`src/rtl/pattern_seq_tx_pkg.sv`:
```
// rtl/pattern_seq_tx_pkg.sv - shared state encoding, LFSR constants and step function
package pattern_seq_tx_pkg;

  typedef enum logic [1:0] {
    IDLE = 2'd0,
    GAP  = 2'd1,
    PAT  = 2'd2,
    FIN  = 2'd3
  } state_t;

  // x^8 + x^6 + x^5 + x^4 + 1 on a right-shifting register: stage k carries x^(8-k)
  localparam logic [7:0] LFSR_TAPS    = 8'h1D;
  localparam logic [7:0] DEFAULT_SEED = 8'hA5;

  // Wide enough for gap-1 (max 14) and PAT_W-1 (max 15)
  localparam int CNT_W = 4;

  function automatic logic [7:0] lfsr_step(input logic [7:0] q);
    return {^(q & LFSR_TAPS), q[7:1]};
  endfunction

endpackage

```
`src/rtl/pattern_seq_tx_lfsr8.sv`:
```
// rtl/pattern_seq_tx_lfsr8.sv - 8-bit Fibonacci LFSR, reset/reload to seed, advances on en
module lfsr8
  import pattern_seq_tx_pkg::*;
(
  input  logic       clk,
  input  logic       rst,
  input  logic       load,
  input  logic       en,
  input  logic [7:0] seed,
  output logic [7:0] q
);

  always_ff @(posedge clk or negedge rst) begin
    if (!rst) begin
      q <= seed;
    end else if (load) begin
      q <= seed;
    end else if (en) begin
      q <= lfsr_step(q);
    end
  end

endmodule

```
`src/rtl/pattern_seq_tx.sv`:
```
// rtl/pattern_seq_tx.sv - framed serial pattern transmitter: fill bits then PATTERN, MSB first
module pattern_seq_tx
  import pattern_seq_tx_pkg::*;
#(
  parameter int               PAT_W     = 4,
  parameter logic [PAT_W-1:0] PATTERN   = 4'b1011,
  parameter logic [7:0]       LFSR_SEED = DEFAULT_SEED
) (
  input  logic       clk,
  input  logic       rst,
  input  logic       start,
  input  logic [7:0] count,
  input  logic [3:0] gap,
  input  logic       fill_mode,
  input  logic       fill_bit,
  output logic       out,
  output logic       out_valid,
  output logic       mark,
  output logic       busy,
  output logic       done
);

  localparam logic [PAT_W-1:0] BIT0 = {{(PAT_W-1){1'b0}}, 1'b1};

  state_t           state, state_nxt;
  logic [7:0]       remaining, remaining_nxt;
  logic [CNT_W-1:0] cnt, cnt_nxt;
  logic [3:0]       gap_q;
  logic             fill_mode_q, fill_bit_q;
  logic             fm_eff, fb_eff;
  logic             lfsr_en;
  logic [7:0]       lfsr_q;
  logic             out_nxt, mark_nxt, valid_nxt;
  logic             accept;

  lfsr8 u_lfsr (
    .clk  (clk),
    .rst  (rst),
    .load (1'b0),
    .en   (lfsr_en),
    .seed (LFSR_SEED),
    .q    (lfsr_q)
  );

  assign accept = (state == IDLE) && start;

  // cnt indexes the bit being emitted within the current phase, counting down to 0
  always_comb begin
    state_nxt     = state;
    remaining_nxt = remaining;
    cnt_nxt       = cnt;
    fm_eff        = fill_mode_q;
    fb_eff        = fill_bit_q;

    case (state)
      IDLE: begin
        if (start) begin
          fm_eff        = fill_mode;
          fb_eff        = fill_bit;
          remaining_nxt = count;
          if (count == 8'd0) begin
            state_nxt = FIN;
          end else if (gap != 4'd0) begin
            state_nxt = GAP;
            cnt_nxt   = CNT_W'(gap - 4'd1);
          end else begin
            state_nxt = PAT;
            cnt_nxt   = CNT_W'(PAT_W - 1);
          end
        end
      end
      GAP: begin
        if (cnt == '0) begin
          state_nxt = PAT;
          cnt_nxt   = CNT_W'(PAT_W - 1);
        end else begin
          cnt_nxt = cnt - 1'b1;
        end
      end
      PAT: begin
        if (cnt == '0) begin
          remaining_nxt = remaining - 8'd1;
          if (remaining == 8'd1) begin
            state_nxt = FIN;
          end else if (gap_q != 4'd0) begin
            state_nxt = GAP;
            cnt_nxt   = CNT_W'(gap_q - 4'd1);
          end else begin
            state_nxt = PAT;
            cnt_nxt   = CNT_W'(PAT_W - 1);
          end
        end else begin
          cnt_nxt = cnt - 1'b1;
        end
      end
      FIN: begin
        state_nxt = IDLE;
      end
      default: begin
        state_nxt = IDLE;
      end
    endcase

    // Outputs are precomputed for the bit that the next state will present
    valid_nxt = (state_nxt == GAP) || (state_nxt == PAT);
    lfsr_en   = (state_nxt == GAP) && fm_eff;
    out_nxt   = 1'b0;
    mark_nxt  = 1'b0;
    if (state_nxt == GAP) begin
      out_nxt = fm_eff ? lfsr_q[0] : fb_eff;
    end else if (state_nxt == PAT) begin
      out_nxt  = |(PATTERN & (BIT0 << cnt_nxt));
      mark_nxt = (cnt_nxt == '0);
    end
  end

  always_ff @(posedge clk or negedge rst) begin
    if (!rst) begin
      state       <= IDLE;
      remaining   <= 8'd0;
      cnt         <= '0;
      gap_q       <= 4'd0;
      fill_mode_q <= 1'b0;
      fill_bit_q  <= 1'b0;
      out         <= 1'b0;
      out_valid   <= 1'b0;
      mark        <= 1'b0;
      busy        <= 1'b0;
      done        <= 1'b0;
    end else begin
      state     <= state_nxt;
      remaining <= remaining_nxt;
      cnt       <= cnt_nxt;
      if (accept) begin
        gap_q       <= gap;
        fill_mode_q <= fill_mode;
        fill_bit_q  <= fill_bit;
      end
      out       <= out_nxt;
      out_valid <= valid_nxt;
      mark      <= mark_nxt;
      busy      <= valid_nxt;
      done      <= (state_nxt == FIN);
    end
  end

  // A nonzero seed can never reach the all-zero lock-up state
  lfsr_nonzero: assert property (@(posedge clk) disable iff (!rst) lfsr_q != 8'd0);

endmodule

```
`config.mk`:
```
export PLATFORM = sky130hd
export DESIGN_NAME = pattern_seq_tx
export DESIGN_NICKNAME = d
export VERILOG_FILES = /design/src/rtl/pattern_seq_tx_pkg.sv /design/src/rtl/pattern_seq_tx_lfsr8.sv /design/src/rtl/pattern_seq_tx.sv
export SDC_FILE = /design/constraint.sdc
export NUM_CORES = 1
export LEC_CHECK = 0
export BUFFER_PORTS_ARGS = -buffer_cell sky130_fd_sc_hd__buf_4
export CAP_MARGIN = 10
export CORE_ASPECT_RATIO = 1.75
export CORE_MARGIN = 10
export CORE_UTILIZATION = 50
export DETAILED_ROUTE_END_ITERATION = 12
export GPL_TIMING_DRIVEN = 0
export PLACE_DENSITY = 0.85
export RECOVER_POWER = 100
export SLEW_MARGIN = 0
export SYNTH_ARGS = -nofsm -noshare
export SYNTH_HDL_FRONTEND = slang
export SYNTH_SLANG_ARGS = --single-unit
```
`constraint.sdc`:
```
create_clock -name clk -period 2.4 [get_ports clk]
set_input_delay 0.24 -clock clk [delete_from_list [all_inputs] [get_ports clk]]
set_output_delay 0.24 -clock clk [all_outputs]
set_load 0.01 [all_outputs]
```
# Yosys cells after proc, flatten, opt, wreduce, memory -nomap -nowiden
# Index checks and enable logic that the tools add are counted.
# totals
regBits,32
out_inout_bits,5
wordCells,66
# classes
add_sub_neg,4
eq_ne,9
n_shift,1
mux,28
n_reduce_logical,13
# ops
operator,count
$mux W4,7
$mux W8,2
$pmux W8 S2,1
$mux W2,7
$pmux W4 S3,1
$sub A4 B1 Y4 const B,3
$mux W1,9
$eq A2 B2 Y1 const B,4
$eq A8 B1 Y1 const B,1
$logic_not A4 Y1,2
$logic_not A8 Y1,1
$pmux W2 S4,1
$reduce_bool A4 Y1,2
$reduce_xor A8 Y1,1
$sub A8 B1 Y8 const B,1
$eq A2 B1 Y1 const B,2
$ne A2 B2 Y1 const B,2
$shl A1 B4 Y4 const A,1
$reduce_and A3 Y1,1
$reduce_or A3 Y1,1
$logic_and A1 B1 Y1,2
$logic_not A2 Y1,1
$reduce_bool A2 Y1,1
$logic_or A1 B1 Y1,1

# Logic depth before layout (Yosys ltp)
# Gate-level depths: netlist (run 1).
# depth
depth_word,9
depth_mapped,11
ltp_nobuf,11

# Least setup slack after synthesis (run 1)
# OpenSTA, ideal clock, no wires.
# synth_timing
path_kind,register -> register
from,register cnt[0]
to,register out
setup_ps,74
t_arrival_ps,2427
required_time_ps,2326
setup_slack_ps,-101
stages_incl_launch_ff,9
n_path_buf,0
synth_period_minus_slack_ps,2501
cell_sequence,dfrtp_1 > inv_1 > ha_1 > nor3b_1 > a22oi_1 > a21o_1 > ha_1 > or4_4 > o21ai_2
# synth_between
elab_chain_cells,7
# synth_lines
item,line_no,rtl
start: declaration,pattern_seq_tx.sv:27,"logic [CNT_W-1:0] cnt, cnt_nxt;"
start signal: assignment,pattern_seq_tx.sv:133,cnt <= cnt_nxt;
"$sub A4 B1 Y4, or another cell as far along","pattern_seq_tx.sv:77, pattern_seq_tx.sv:93",
"$mux W4, on equally long branches","pattern_seq_tx.sv:81, pattern_seq_tx.sv:57, pattern_seq_tx.sv:73",
$pmux W4 S3,pattern_seq_tx.sv:55,case (state)
$shl A1 B4 Y4,pattern_seq_tx.sv:112,out_nxt = |(PATTERN & (BIT0 << cnt_nxt));
$reduce_or A3 Y1,pattern_seq_tx.sv:112,
$mux W1,pattern_seq_tx.sv:111,end else if (state_nxt == PAT) begin
$mux W1 *,pattern_seq_tx.sv:109,if (state_nxt == GAP) begin
net out_nxt,pattern_seq_tx.sv:33,"logic out_nxt, mark_nxt, valid_nxt;"
end signal: assignment,pattern_seq_tx.sv:139,out <= out_nxt;
end: declaration,pattern_seq_tx.sv:16,"output logic out,"
# The timed path passes the listed nets; every way through them passes the cells marked *.
# A chain may end at the register's enable or synchronous reset.

# Worst setup path in the final report (run 1)
# layout_timing
from,register cnt[0]
to,register u_lfsr.q[6]
# layout_between
elab_chain_cells,5
# layout_lines
item,line_no,rtl
$logic_not A4 Y1 *,"pattern_seq_tx.sv:73, pattern_seq_tx.sv:81",
"$mux W2, on equally long branches","pattern_seq_tx.sv:81, pattern_seq_tx.sv:73",
$pmux W2 S4 *,pattern_seq_tx.sv:55,
$eq A2 B1 Y1 *,pattern_seq_tx.sv:106,lfsr_en = (state_nxt == GAP) && fm_eff;
$logic_and A1 B1 Y1 *,pattern_seq_tx.sv:106,
end signal: assignment,pattern_seq_tx_lfsr8.sv:19,q <= lfsr_step(q);
end: declaration,pattern_seq_tx_lfsr8.sv:10,output logic [7:0] q
# Every way passes the cells marked *; elsewhere a longest branch is shown, timed or not.

==> metrics.md, run 1 <==
| Metric | Value |
|---|---|
| Run status | `finished, violations left` |
| Failing checks | `capacitance limit, slew limit, setup timing` |
| Number of synthesized flops with an enable pin | `0` |
| Clock slew at reported path FFs | `0.07 ns` |
| Commonest non-fill, non-tap cell in the layout | `dfrtp_1` |
| Root buf cell | `clkbuf_8` |
| Leak | `1.06 nW` |
| Max cap viols | `1` |
| P&R area growth vs syn | `25.2%` |
| Post-route cell area | `0.00245 mm^2` |
| Setup CP Type | `flip-flop to flip-flop` |
| RSZ-0062 raised after global routing | `yes` |
| Clock Latency Late Sink | `0.29 ns` |
| Die width | `67.3 um` |
| Setup TNS | `-0.0648 ns` |
| Hold Path Class | `input port to flip-flop` |
| CP required | `2.57 ns` |
| H-tree Lvls | `2` |
| Total core area | `0.00383 mm^2` |
| Area of the mapped netlist | `0.00196 mm^2` |
| Sequential area share after synthesis | `41.2%` |
| Post-synthesis net count | `223` |
| Largest net degree at the start of global routing | `33` |
| Setup violators final | `5` |
| DR vias | `1677` |
| Ys async rst share | `100%` |
| Maximum vdd ir drop | `858 uV` |
| Max Slew Vio Count | `33` |
| Die Footprint | `0.00691 mm^2` |
| Placed Cells incl. Taps | `265` |
| #FFs+latches synth | `32` |
| Fillers | `315` |
| DRC viols | `0` |
| Hold Crit Start | `fill_bit` |
| Via density | `5.88` |
| Arr. time, crit path | `2.59 ns` |
| Post-DP HPWL | `3350 um` |
| Finished Layout Cells | `285` |
| CTS tree | `yes` |
| Power per Cell Area | `1290 mW/mm^2` |
| Max transition margin | `-14.5%` |
| Clock sinks | `32` |
| Crit path capture type | `flip-flop` |
| Fmax | `0.414 GHz` |
| Critical-path maximum fanout | `9` |
| Reg2reg end | `u_lfsr.q[6]` |
| Vias in the first global route | `1687` |
| Port Buffers | `21` |
| Layout Skew | `0.00761 ns` |
| Ant diodes | `0` |
| CTS Buf Count | `5` |
| Post-synthesis cell count | `196` |
| Slew @ Worst Pin | `1.72 ns` |
| Layout cells sized above 1 | `34.2%` |
| Min cycle time layout | `2.42 ns` |
| Most frequent cells in the layout | `dfrtp_1, buf_4, nor2_1` |
| First-pass GRT wire length | `7780 um` |
| Io pins | `22` |
| CP startpoint kind | `flip-flop` |
| RR Startpoint | `cnt[0]` |
| Synth warnings | `0` |
| Worst setup margin | `-0.0153 ns` |
| Number of DRC markers in iteration 0 | `67` |
| Hold Fails Final Rpt | `0` |
| Drt wl/cell | `17.2 um` |
| Remaining Overflow, GRT | `0` |
| Routability cong. | `1.02` |
| Final period util | `101%` |
| Most used flip-flop cell after synthesis | `dfrtp_1` |
| Routed WL | `4900 um` |
| Synth unique cells | `54` |
| Initial antenna violation count | `0` |
| Hold worst-path end | `fill_bit_q` |
| CTS Buffer Depth | `2` |
| R2R cell count | `9` |
| Post-DRT Antenna Nets | `0` |
| Post-Syn Area per Cell | `9.98 um^2` |
| Chip Height | `103 um` |
| Pre-Repair DR Iteration Count | `5` |
| Worst hold path depth | `2` |
| Dpl cell area | `0.00218 mm^2` |
| GRT Util Overall | `14.7%` |
| Final Net Count | `263` |
| R2R setup slack | `-0.02 ns` |
| Initial Utilization | `51.1%` |
| # rows | `30` |
[through the flow]
stage | worst slack (ns) | power (mW) | hold WS (ns) | utilization, %
2_1_floorplan | 0.00811 | 1.94 | -0.0556 | -
3_3_place_gp | -0.239 | 2.28 | 0.195 | 57.0
3_5_place_dp | -0.349 | 2.32 | 0.198 | 57.0
4_1_cts | 0.00463 | 3.01 | 0.203 | 62.9
5_1_grt | -0.0809 | 3.34 | 0.203 | 64.0
6_report | -0.0153 | 3.15 | 0.206 | 64.0
[per-layer routing]
layer / wire length, um / track usage, % / up-vias
li1: - / - / 794
met1: 1740 / 14.2 / 818
met2: 2800 / 27.2 / 46
met3: 141 / 2.72 / 19
met4: 229 / 9.05 / 0
met5: 0 / 0 / -
[kinds of logic after synthesis]
family / Yosys count / share of synthesized area, %
AOI/OAI and AO/OA: 51 / 18.0
adders and majority gates: 11 / 6.97
DFF: 32 / 41.2
buffers and inverters: 19 / 3.97
muxes: 13 / 7.36
and+or+nand+nor: 61 / 18.5
xor gates and xnor gates: 9 / 4.03
[registers in the layout (all words and copies together), names as in the netlist]
name,count
remaining,8
u_lfsr.q,8
cnt,4
gap_q,4
state,2
busy,1
done,1
fill_bit_q,1
fill_mode_q,1
mark,1
out,1
[Yosys cell counts (all sizes together) (2+ instances only)]
cell | instances | area share (%)
o22ai | 2 | 0.64
dfstp | 4 | 5.4
a32oi | 2 | 0.90
a21oi | 9 | 2.3
mux2i | 2 | 1.0
o21ai | 13 | 4.1
nor3b | 6 | 2.3
xnor2 | 7 | 3.1
dfrtp | 28 | 36
o211ai | 3 | 1.2
a31oi | 3 | 0.96
buf | 3 | 0.90
mux2 | 11 | 6.3
nand2 | 11 | 2.2
nor3 | 8 | 2.3
nor2 | 15 | 3.3
o32ai | 2 | 0.90
o22a | 2 | 0.90
clkbuf | 2 | 0.38
or3b | 2 | 0.90
or4 | 5 | 2.5
inv | 14 | 2.7
nand3 | 3 | 0.77
a22oi | 2 | 0.77
a21o | 3 | 1.2
or3 | 4 | 1.5
ha | 10 | 6.4
xor2 | 2 | 0.90
[worst max-delay path: stages, from the launching register on]
cell and delay (ns):
dfrtp_1 0.42, inv_2 0.10, ha_4 0.16, or3b_4 0.40, a211o_1 0.28, a22oi_2 0.17
a21o_1 0.21, ha_4 0.21, nand2_8 0.08, mux2_2 0.27
[report_power, final]
part / leakage, nW / internal, mW / switching (mW)
Combinational: 0.627 / 0.789 / 0.970
Sequential: 0.389 / 0.736 / 0.221
Clock: 0.0445 / 0.233 / 0.204
Total: 1.06 / 1.76 / 1.39
[final cells by class]
| cell class | count | area (um^2) | share of cell area [%] |
|---|---|---|---|
| buffer | 5 | 25.0 | 1.02 |
| clock buffer | 7 | 86.3 | 3.53 |
| clock inverter | 1 | 7.51 | 0.307 |
| inverter | 14 | 52.6 | 2.15 |
| multi-input combinational | 145 | 1180 | 48.2 |
| sequential | 32 | 806 | 32.9 |
| tap | 48 | 60.1 | 2.45 |
| timing repair buffer | 33 | 231 | 9.45 |
[what timing repair did]
item / CTS / global route
setup buffers: 5 / 6
endpoints found under the hold margin: 28 / 0
gates resized for setup: 19 / 4
setup endpoints to repair: 10 / 9
hold buffers: 1 / 0
pin swaps: 3 / 1
[how the worst max path moves through the flow]
| stage | start | cells past startpoint | slack, ns | to |
|---|---|---|---|---|
| 6_report | cnt[0] | 9 | -0.02 | u_lfsr.q[6] |
| 3_3_place_gp | remaining[1] | 9 | -0.24 | u_lfsr.q[6] |
| 5_1_grt | gap_q[1] | 11 | -0.08 | out |
| 2_1_floorplan | remaining[1] | 9 | 0.008 | out |
| 4_1_cts | gap_q[1] | 11 | 0.005 | mark |
| 3_5_place_dp | remaining[1] | 9 | -0.35 | u_lfsr.q[3] |
Note: power is estimated with default switching activity, not from simulation.
==> run 2, diff against run 1 <==
--- a/config.mk
+++ b/config.mk
@@ -10,10 +10,11 @@
 export CORE_ASPECT_RATIO = 1.75
 export CORE_MARGIN = 10
 export CORE_UTILIZATION = 50
+export CTS_CLUSTER_DIAMETER = 200
 export DETAILED_ROUTE_END_ITERATION = 12
 export GPL_TIMING_DRIVEN = 0
 export PLACE_DENSITY = 0.85
-export RECOVER_POWER = 100
+export RECOVER_POWER = 25
 export SLEW_MARGIN = 0
 export SYNTH_ARGS = -nofsm -noshare
 export SYNTH_HDL_FRONTEND = slang
==> run 2 against run 1 <==
- total power up 0.51%
- cell count unchanged
- critical path depth unchanged
- the flow still finishes with violations (capacitance limit, slew limit, setup timing)
- clock power about the same
- final area up 0.61%
- clock skew about the same
- flip-flop and latch count unchanged
- die area unchanged
- sequential share of layout area down 0.20 points
- worst setup slack about the same
- first-iteration DRC count up 30%
==> metrics.md, run 2 (same netlist as run 1, synthesis figures left out) <==
| Metric | Value |
|---|---|
| Largest net degree at the start of global routing | `33` |
| R2R cell count | `9` |
| Slew @ Worst Pin | `1.68 ns` |
| Layout Skew | `0.00775 ns` |
| Layout cells sized above 1 | `35.9%` |
| Setup CP Type | `flip-flop to flip-flop` |
| Vias in the first global route | `1687` |
| Worst setup margin | `-0.0151 ns` |
| Max cap viols | `1` |
| Post-route cell area | `0.00246 mm^2` |
| CP required | `2.57 ns` |
| Placed Cells incl. Taps | `265` |
| DRC viols | `0` |
| Routability cong. | `1.02` |
| Io pins | `22` |
| DR vias | `1683` |
| P&R area growth vs syn | `26.0%` |
| Routed WL | `4870 um` |
| Setup violators final | `5` |
| Hold Worst Slack | `0.207 ns` |
| Final Net Count | `263` |
| CTS tree | `yes` |
| Reg2reg end | `u_lfsr.q[6]` |
| GRT Util Overall | `14.7%` |
| Most frequent cells in the layout | `buf_4, dfrtp_1, nor2_1` |
| CP Launch Point | `cnt[0]` |
| Initial Utilization | `51.1%` |
| Post-DP HPWL | `3350 um` |
| Die Footprint | `0.00691 mm^2` |
| Clock sinks | `32` |
| Hold Fails Final Rpt | `0` |
| Initial antenna violation count | `0` |
| Commonest non-fill, non-tap cell in the layout | `buf_4` |
| Fillers | `311` |
| Critical-path maximum fanout | `9` |
| R2R setup slack | `-0.02 ns` |
| Dpl cell area | `0.00218 mm^2` |
| Power per Cell Area | `1290 mW/mm^2` |
| Crit path capture type | `flip-flop` |
| Number of DRC markers in iteration 0 | `87` |
| RSZ-0062 raised after global routing | `yes` |
| Min cycle time layout | `2.42 ns` |
| Clock slew at reported path FFs | `0.07 ns` |
| Final period util | `101%` |
| Max Slew Vio Count | `33` |
| CTS Buffer Depth | `2` |
| Total core area | `0.00383 mm^2` |
| Ant diodes | `0` |
| Biggest regs | `remaining: 8 flops, u_lfsr.q: 8 flops` |
| Via density | `5.91` |
| Hold Path Class | `input port to flip-flop` |
| RR Startpoint | `cnt[0]` |
| Pre-Repair DR Iteration Count | `4` |
| Drt wl/cell | `17.1 um` |
| Root buf cell | `clkbuf_8` |
| Arr. time, crit path | `2.59 ns` |
| H-tree Lvls | `2` |
| Finished Layout Cells | `285` |
| First-pass GRT wire length | `7780 um` |
| CP endpoint | `u_lfsr.q[6]` |
| Setup TNS | `-0.0611 ns` |
| Fmax | `0.414 GHz` |
| Port Buffers | `21` |
| Chip Height | `103 um` |
| Die width | `67.3 um` |
| Post-DRT Antenna Nets | `0` |
| Remaining Overflow, GRT | `0` |
| Failing checks | `capacitance limit, slew limit, setup timing` |
| Run status | `finished, violations left` |
| Clock Latency Late Sink | `0.29 ns` |
| Maximum vdd ir drop | `857 uV` |
| Finished Core Util | `64.3%` |
| Leak | `1.08 nW` |
| CP startpoint kind | `flip-flop` |
| # rows | `30` |
| Max transition margin | `-12.2%` |
| CTS Buf Count | `5` |
-- run 2: changes by cell type in the layout (fill, tap and decap cells not counted) --
cell / previous run / this run
clkbuf_4: 1 / 0
clkbuf_1: 8 / 4
buf_4: 27 / 32
-- run 2: layout make-up --
class / instances / area [um^2] / share of cell area, %
sequential: 32 / 806 / 32.7
timing repair buffer: 33 / 246 / 10.0
clock buffer: 7 / 86.3 / 3.50
buffer: 5 / 25.0 / 1.02
clock inverter: 1 / 7.51 / 0.305
multi-input combinational: 145 / 1180 / 47.9
inverter: 14 / 52.6 / 2.13
tap: 48 / 60.1 / 2.44
-- run 2: report_power, final --
| part | switching [mW] | total (mW) | internal, mW | leakage [nW] |
|---|---|---|---|---|
| registers | 0.221 | 0.956 | 0.736 | 0.389 |
| logic | 0.968 | 1.77 | 0.806 | 0.644 |
| clock network | 0.204 | 0.437 | 0.233 | 0.0445 |
-- run 2: critical path: stages (launching register included) --
cell and delay [ns]:
dfrtp_1 0.42, inv_2 0.10, ha_4 0.16, or3b_4 0.40
a211o_1 0.28, a22oi_2 0.17, a21o_1 0.21, ha_4 0.21
nand2_8 0.08, mux2_2 0.27
-- run 2: worst min-delay path by stage --
| stage | from | end | slack [ns] | depth (start not counted) |
|---|---|---|---|---|
| 2_1_floorplan | rst | busy | -0.06 | 0 |
| 3_3_place_gp | rst | cnt[2] | 0.20 | 1 |
| 3_5_place_dp | rst | cnt[2] | 0.20 | 1 |
| 4_1_cts | fill_bit | fill_bit_q | 0.20 | 2 |
| 5_1_grt | fill_bit | fill_bit_q | 0.20 | 2 |
| 6_report | fill_bit | fill_bit_q | 0.21 | 2 |
-- run 2: routing by layer --
layer | vias up | global-route usage, % | wire (um) | share of wire, %
met3 | 16 | 2.72 | 154 | 3.2
met2 | 53 | 27.2 | 2800 | 57
li1 | 798 | - | - | -
met4 | 0 | 9.05 | 205 | 4.2
met1 | 816 | 14.2 | 1720 | 35
met5 | - | 0 | 0 | 0
-- run 2: repair_timing --
item	4_1_cts	5_1_grt
setup buffers	5	6
resized for setup	19	4
hold buffers	1	0
hold endpoints to repair	28	0
pin swaps	3	1
endpoints found under the setup margin	10	9
-- run 2: per-stage QoR --
step                power [mW]  worst slack, ns
finish                    3.17          -0.0151
detailed placement        2.32           -0.349
global route              3.36          -0.0809
CTS                       3.01          0.00463
floorplan                 1.94          0.00811
global placement          2.28           -0.239
